[config.mk]
export PLATFORM = sky130hd
export DESIGN_NAME = pong_game_ctrl
export DESIGN_NICKNAME = d
export VERILOG_FILES = /design/src/rtl/pong_game_ctrl.sv
export SDC_FILE = /design/constraint.sdc
export NUM_CORES = 1
export LEC_CHECK = 0
export CORE_UTILIZATION = 52
export DETAILED_ROUTE_END_ITERATION = 10
export GPL_ROUTABILITY_DRIVEN = 0
export PLACE_DENSITY = 0.79
export SYNTH_ARGS = -nofsm -noshare
export SYNTH_HDL_FRONTEND = slang
export SYNTH_SLANG_ARGS = --single-unit
[constraint.sdc]
create_clock -name i_clk -period 3.2 [get_ports i_clk]
set_clock_uncertainty 0.05 [all_clocks]
set_input_delay 0.64 -clock i_clk [delete_from_list [all_inputs] [get_ports i_clk]]
set_output_delay 0.64 -clock i_clk [all_outputs]
set_load 0.005 [all_outputs]
[src/rtl/pong_game_ctrl.sv]
// Pong game sequencer: serve timing, scoring, rally speed-up and win detection.
// Ball motion itself lives in a separate datapath; this block only gates it.
module pong_game_ctrl #(
  parameter int unsigned BIT_WIDTH      = 8,
  parameter int unsigned WIN_SCORE      = 7,
  parameter int unsigned SERVE_DELAY    = 60,
  parameter int unsigned HITS_PER_LEVEL = 4
) (
  input  logic       i_clk,
  input  logic       i_rst_n,
  input  logic       i_tick,
  input  logic       i_player1,
  input  logic       i_player2,
  input  logic       i_miss_left,
  input  logic       i_miss_right,
  input  logic       i_paddle_hit,
  output logic       o_ball_reset,
  output logic       o_ball_enable,
  output logic       o_serve_dir,
  output logic [1:0] o_speed_level,
  output logic [3:0] o_score1,
  output logic [3:0] o_score2,
  output logic       o_game_over,
  output logic       o_winner,
  output logic [2:0] o_state
);

  localparam int unsigned DelayW = (SERVE_DELAY > 1) ? $clog2(SERVE_DELAY) : 1;
  localparam int unsigned LvlW   = (HITS_PER_LEVEL > 1) ? $clog2(HITS_PER_LEVEL) : 1;

  typedef enum logic [2:0] {
    StIdle  = 3'd0,
    StServe = 3'd1,
    StPlay  = 3'd2,
    StPoint = 3'd3,
    StOver  = 3'd4
  } state_e;

  state_e            r_state, w_state_nxt;
  logic              r_p1_prev, r_p2_prev;
  logic [DelayW-1:0] r_delay, w_delay_nxt;
  logic [LvlW-1:0]   r_lvl_hits, w_lvl_hits_nxt;
  logic [1:0]        r_speed, w_speed_nxt;
  logic [3:0]        r_score1, w_score1_nxt;
  logic [3:0]        r_score2, w_score2_nxt;
  logic              r_serve_dir, w_serve_dir_nxt;

  logic w_p1_edge, w_p2_edge, w_any_edge, w_serve_done, w_win;
  logic w_unused_bit_width;

  // BIT_WIDTH sizes the external ball datapath; nothing here depends on it.
  assign w_unused_bit_width = |BIT_WIDTH;

  assign w_p1_edge    = i_player1 & ~r_p1_prev;
  assign w_p2_edge    = i_player2 & ~r_p2_prev;
  assign w_any_edge   = w_p1_edge | w_p2_edge;
  assign w_serve_done = i_tick && (r_delay == DelayW'(SERVE_DELAY - 1));
  assign w_win        = (r_score1 == 4'(WIN_SCORE)) || (r_score2 == 4'(WIN_SCORE));

  always_ff @(posedge i_clk or negedge i_rst_n) begin
    if (!i_rst_n) begin
      r_state <= StIdle;
    end else begin
      r_state <= w_state_nxt;
    end
  end

  always_comb begin
    w_state_nxt = r_state;
    case (r_state)
      StIdle:  if (w_any_edge) w_state_nxt = StServe;
      StServe: if (w_serve_done) w_state_nxt = StPlay;
      StPlay:  if (i_miss_left || i_miss_right) w_state_nxt = StPoint;
      StPoint: w_state_nxt = w_win ? StOver : StServe;
      StOver:  if (w_any_edge) w_state_nxt = StIdle;
      default: w_state_nxt = StIdle;
    endcase
  end

  always_comb begin
    o_state       = r_state;
    o_ball_enable = (r_state == StPlay);
    o_ball_reset  = (r_state != StPlay);
    o_game_over   = (r_state == StOver);
    o_winner      = (r_state == StOver) && (r_score2 == 4'(WIN_SCORE));
    o_serve_dir   = r_serve_dir;
    o_speed_level = r_speed;
    o_score1      = r_score1;
    o_score2      = r_score2;
  end

  always_comb begin
    w_delay_nxt     = r_delay;
    w_lvl_hits_nxt  = r_lvl_hits;
    w_speed_nxt     = r_speed;
    w_score1_nxt    = r_score1;
    w_score2_nxt    = r_score2;
    w_serve_dir_nxt = r_serve_dir;
    case (r_state)
      StIdle: begin
        if (w_any_edge) begin
          w_serve_dir_nxt = w_p1_edge;
          w_delay_nxt     = '0;
          w_lvl_hits_nxt  = '0;
          w_speed_nxt     = '0;
        end
      end
      StServe: begin
        if (i_tick) w_delay_nxt = w_serve_done ? '0 : r_delay + 1'b1;
      end
      StPlay: begin
        if (i_miss_left && !i_miss_right) begin
          if (r_score2 != 4'(WIN_SCORE)) w_score2_nxt = r_score2 + 4'd1;
          w_serve_dir_nxt = 1'b0;
        end else if (i_miss_right && !i_miss_left) begin
          if (r_score1 != 4'(WIN_SCORE)) w_score1_nxt = r_score1 + 4'd1;
          w_serve_dir_nxt = 1'b1;
        end else if (!i_miss_left && i_paddle_hit && r_speed != 2'd3) begin
          // Rally count is speed*HITS_PER_LEVEL + lvl_hits; it stops at level 3.
          if (r_lvl_hits == LvlW'(HITS_PER_LEVEL - 1)) begin
            w_lvl_hits_nxt = '0;
            w_speed_nxt    = r_speed + 2'd1;
          end else begin
            w_lvl_hits_nxt = r_lvl_hits + 1'b1;
          end
        end
      end
      StPoint: begin
        if (!w_win) begin
          w_delay_nxt    = '0;
          w_lvl_hits_nxt = '0;
          w_speed_nxt    = '0;
        end
      end
      StOver: begin
        if (w_any_edge) begin
          w_score1_nxt = '0;
          w_score2_nxt = '0;
        end
      end
      default: ;
    endcase
  end

  always_ff @(posedge i_clk or negedge i_rst_n) begin
    if (!i_rst_n) begin
      // History resets as "held" so a button down across reset is not an edge.
      r_p1_prev   <= 1'b1;
      r_p2_prev   <= 1'b1;
      r_delay     <= '0;
      r_lvl_hits  <= '0;
      r_speed     <= '0;
      r_score1    <= '0;
      r_score2    <= '0;
      r_serve_dir <= 1'b0;
    end else begin
      r_p1_prev   <= i_player1;
      r_p2_prev   <= i_player2;
      r_delay     <= w_delay_nxt;
      r_lvl_hits  <= w_lvl_hits_nxt;
      r_speed     <= w_speed_nxt;
      r_score1    <= w_score1_nxt;
      r_score2    <= w_score2_nxt;
      r_serve_dir <= w_serve_dir_nxt;
    end
  end

endmodule
# Word level (Yosys, flattened, before mapping)
# Index checks and enable logic that the tools add are counted.
# word_totals
ff_bits	24
latch_bits	0
ramBits	0
rom_bits	0
input_bits	8
output_inout_bits	18
memories	0
# op_classes
add_sub_neg	5
multipliers	0
div_mod_pow	0
n_lt_le_gt_ge	0
n_eq_ne	27
shifts	0
n_mux	35
n_bitwise	5
reduce_logical	22
# op_table
operator	n
$mux 4	6
$mux 6	4
$mux 2	10
$pmux 6 s3	1
$ne 2x1->1 const B	8
$pmux 4 s2	2
$mux 3	5
$pmux 3 s5	1
$ne 2x2->1 const B	7
$pmux 2 s3	2
$reduce_and 4->1	3
$add 4x1->4 const B	2
$eq 4x3->1 const B	2
$ne 4x3->1 const B	2
$reduce_and 7->1	1
$add 6x1->6 const B	1
$eq 3x2->1 const B	2
$eq 6x6->1 const B	1
$logic_and 1x1->1	6
$reduce_and 6->1	1
$reduce_bool 3->1	2
$reduce_and 5->1	1
$add 2x1->2 const B	2
$reduce_bool 2->1	2
14 further kinds	20

# Longest topological paths before layout
# depth
word_depth	7
ltp_mapped	7
depth_no_buf	6

# Least setup slack after synthesis
# Ideal clock, no wire load.
# synth_path
kind	input -> register
startpoint	in i_miss_left
endpoint	reg r_lvl_hits[0]
setup_time_ps	132
arrival_ps	1897
setup_slack_ps	1121
cell_stages	4
cell_sequence	or4b_2 o21a_1 a221oi_1 o21ai_0
# synth_between
elab_chain_cells	5
word_cells_on_any_way	9
classes_between	3 x eq/ne; 6 x reduce/logical
# synth_lines
item	line	text
from (decl)	14	input logic i_miss_left,
$logic_not 1->1	115, 118	
$logic_and 1x1->1 (2 in a row)	118	end else if (!i_miss_left && i_paddle_hit && r_speed != 2'd3) begin
$ne 2x1->1 (no line)	--	
$reduce_and 6->1 (no line) *	--	
to (signal assigned)	160	r_lvl_hits <= w_lvl_hits_nxt;
to (decl)	42	logic [LvlW-1:0] r_lvl_hits, w_lvl_hits_nxt;
# Mark *: on every way between the ends. The rest lies on a longest branch, timed or not.
# A chain may end at the register's enable or synchronous reset.

# Worst setup path in the final report
# layout_path
startpoint	reg r_state[0] (netlist: o_state[0])
endpoint	out o_ball_enable
# layout_between
elab_chain_cells	1
# layout_lines
item	line	text
from (decl)	39	state_e r_state, w_state_nxt;
from (signal assigned)	62	r_state <= StIdle;
from (signal assigned)	64	r_state <= w_state_nxt;
$eq 3x2->1	82	o_ball_enable = (r_state == StPlay);
to (decl)	18	output logic o_ball_enable,
# Every way passes these cells.

==> results.tsv <==
metric	value	unit
antenna_found_initial	0	
yosysUniqueCellTypes	46	
syn_avg_cell_area	9.52	µm²
crit_chain	or3b_2 -> clkinv_1 -> clkdlybuf4s50_1	
syn-num-nets	161	
grt_start_max_net_pins	25	
cts_sinks	24	
drt_pass1_iterations	4	
layout.cells.most_common	clkdlybuf4s50_1	
num_vias	1289	
p_leak	0.732	nW
async_reset_ff_share	100	%
rr_worst_depth	4	
max_stage_delay	560	ps
setup_viol_count_final	0	
cp-start-kind	flop	
synth_top_area_share	39.1	%
fp-row-count	18	
min_delay_path_depth	1	
fmax	357	MHz
htree_levels	1	
ctsHoldBuffers	0	
cp-end-kind	output port	
final_cell_mix	clkdlybuf4s50_1 (25), dfrtp_1 (22), nor2_1 (11), inv_1 (11)	
synth_area_leaders	dfrtp_1 (39%), ha_1 (4.4%), dfstp_2 (3.7%)	
syn-cell-area	1410	µm²
ctsResizeCount	0	
grt.overflow.total	0	
maxSlewViolCount	0	
syn_inst	148	
first_global_vias	1219	
synth_ff_type	dfrtp_1	
dieHeight	54.1	µm
finalCritPeriodShare	87.5	%
hpwl	2460	µm
ys_ff_latch	24	
relSlewSlack	60.1	%
ys_warn_count	0	
timing.final.hold_violations	0	
core	2520	µm²
first_iter_violations	40	
routedWlPerCell	16.6	µm
cpMaxStageDelayCell	or3b_2	
post-route-drc-count	0	
min_path_type	reg -> reg	
outcome	finished clean	
area_growth	21.4	%
clkTransAtPathRegs	130	ps
drt_wl_total	3380	µm
power_density	511	nW/µm²
fin_nets	188	
drv_cap	0	
period_minus_slack	2800	ps
fin_util	67.8	%
grt_usage	25.9	%
clk_latency	310	ps
critical_path_class	reg -> out	
drt.antenna.violating_nets	0	
pin_count	26	
initial_core_util	55.9	%
port_buffers	25	
diodes	0	
numCtsBuffers	3	
cts_setup_buffers	0	
fin_tns_setup	0	ps
seq_area_frac_synth	42.8	%
crit_fanout	14	
cts_tree	built	
ir_drop	0.000414	V
clk_path_buf_depth	2	
dieWidth	54.1	µm
vias_per_cell	6.32	
yosysTopAreaCell	dfrtp_1	
fillers	208	
rsz0062_at_grt	no	
grt_pass1_wl	5340	µm
layout-drive-gt1-share	6.90	%
die-area	2920	µm²
required	2510	ps
synth_edf_count	0	
cts_root_buf	clkbuf_4	
tightest_slew	593	ps
crit_arrival	2110	ps
-- worst max-delay path, delay by kind of cell (launching register included) --
kind / cells / cell delay (ps)
DFF: 1 / 550
buffers and inverters: 2 / 700
and+or+nand+nor: 1 / 560
-- registers in the layout (all words and copies together) (netlist names) --
signal / cells
o_score2: 4
o_serve_dir: 1
r_lvl_hits: 2
o_speed_level: 2
o_score1: 4
r_delay: 6
o_state: 3
r_p1_prev: 1
r_p2_prev: 1
-- path summary, 6_finish.rpt --
check,from,to,slack (ps)
min,r_delay[0],r_delay[0],460
max reg2reg,o_state[0],r_delay[5],1010
min reg2reg,r_delay[0],r_delay[0],460
max,o_state[0],o_ball_enable,400
min in group asynchronous,i_rst_n,r_delay[2],620
max in group asynchronous,i_rst_n,r_p1_prev,2190
-- where the power goes --
group | leakage (nW) | internal [mW] | switching, mW
Clock | 0.0150 | 0.0487 | 0.0901
Sequential | 0.310 | 0.356 | 0.0694
Combinational | 0.407 | 0.157 | 0.151
-- cell usage after synthesis, types with 2 or more instances --
| cell type | n |
|---|---|
| dfrtp_1 | 22 |
| inv_1 | 11 |
| nor2_1 | 11 |
| nand3_1 | 9 |
| o21ai_0 | 9 |
| a311oi_1 | 6 |
| nand2_1 | 6 |
| and3_1 | 5 |
| ha_1 | 5 |
| nand4_1 | 4 |
| nor2b_1 | 4 |
| a21oi_1 | 3 |
| a31oi_1 | 3 |
| clkbuf_1 | 3 |
| mux2_2 | 3 |
| mux2i_1 | 3 |
| nand3b_1 | 3 |
| nor3_1 | 3 |
| o31ai_1 | 3 |
| xor2_1 | 3 |
| dfstp_2 | 2 |
| o21a_1 | 2 |
| o311ai_0 | 2 |
-- metrics by stage --
stage                     hold WS, ps  cells  worst slack, ps  area, µm²  power [mW]
final                             465    204              399       1710       0.873
after global routing              502    204              286       1710       0.930
after CTS                         477    204              376       1710       0.878
after detailed placement          459    200              533       1680       0.737
after global placement            437    200              632       1680       0.726
after floorplan                   294    148             1120       1410       0.645
-- metal layers --
layer | wire [µm] | GRT usage (%) | up-vias
li1 | - | - | 612
met5 | 0 | 0 | -
met1 | 1510 | 31.9 | 618
met2 | 1660 | 42.6 | 49
met4 | 48 | 15.0 | 0
met3 | 167 | 3.95 | 10
-- final cells by class --
type	instances	area, µm²	area share (%)
multi-input combinational	107	733	42.9
sequential	24	603	35.3
timing repair buffer	27	265	15.5
inverter	12	45.0	2.63
tap	30	37.5	2.19
clock buffer	4	26.3	1.54
-- cell families after synthesis --
group	count (synthesis)	share of synthesized area [%]
and+or+nand+nor	54	21.8
AOI/OAI and AO/OA	39	19.4
DFF	24	42.8
buffers and inverters	17	5.15
muxes	6	4.53
adders and majority gates	5	4.44
xor gates and xnor gates	3	1.87
No activity file was read; power rests on OpenSTA's default activity.
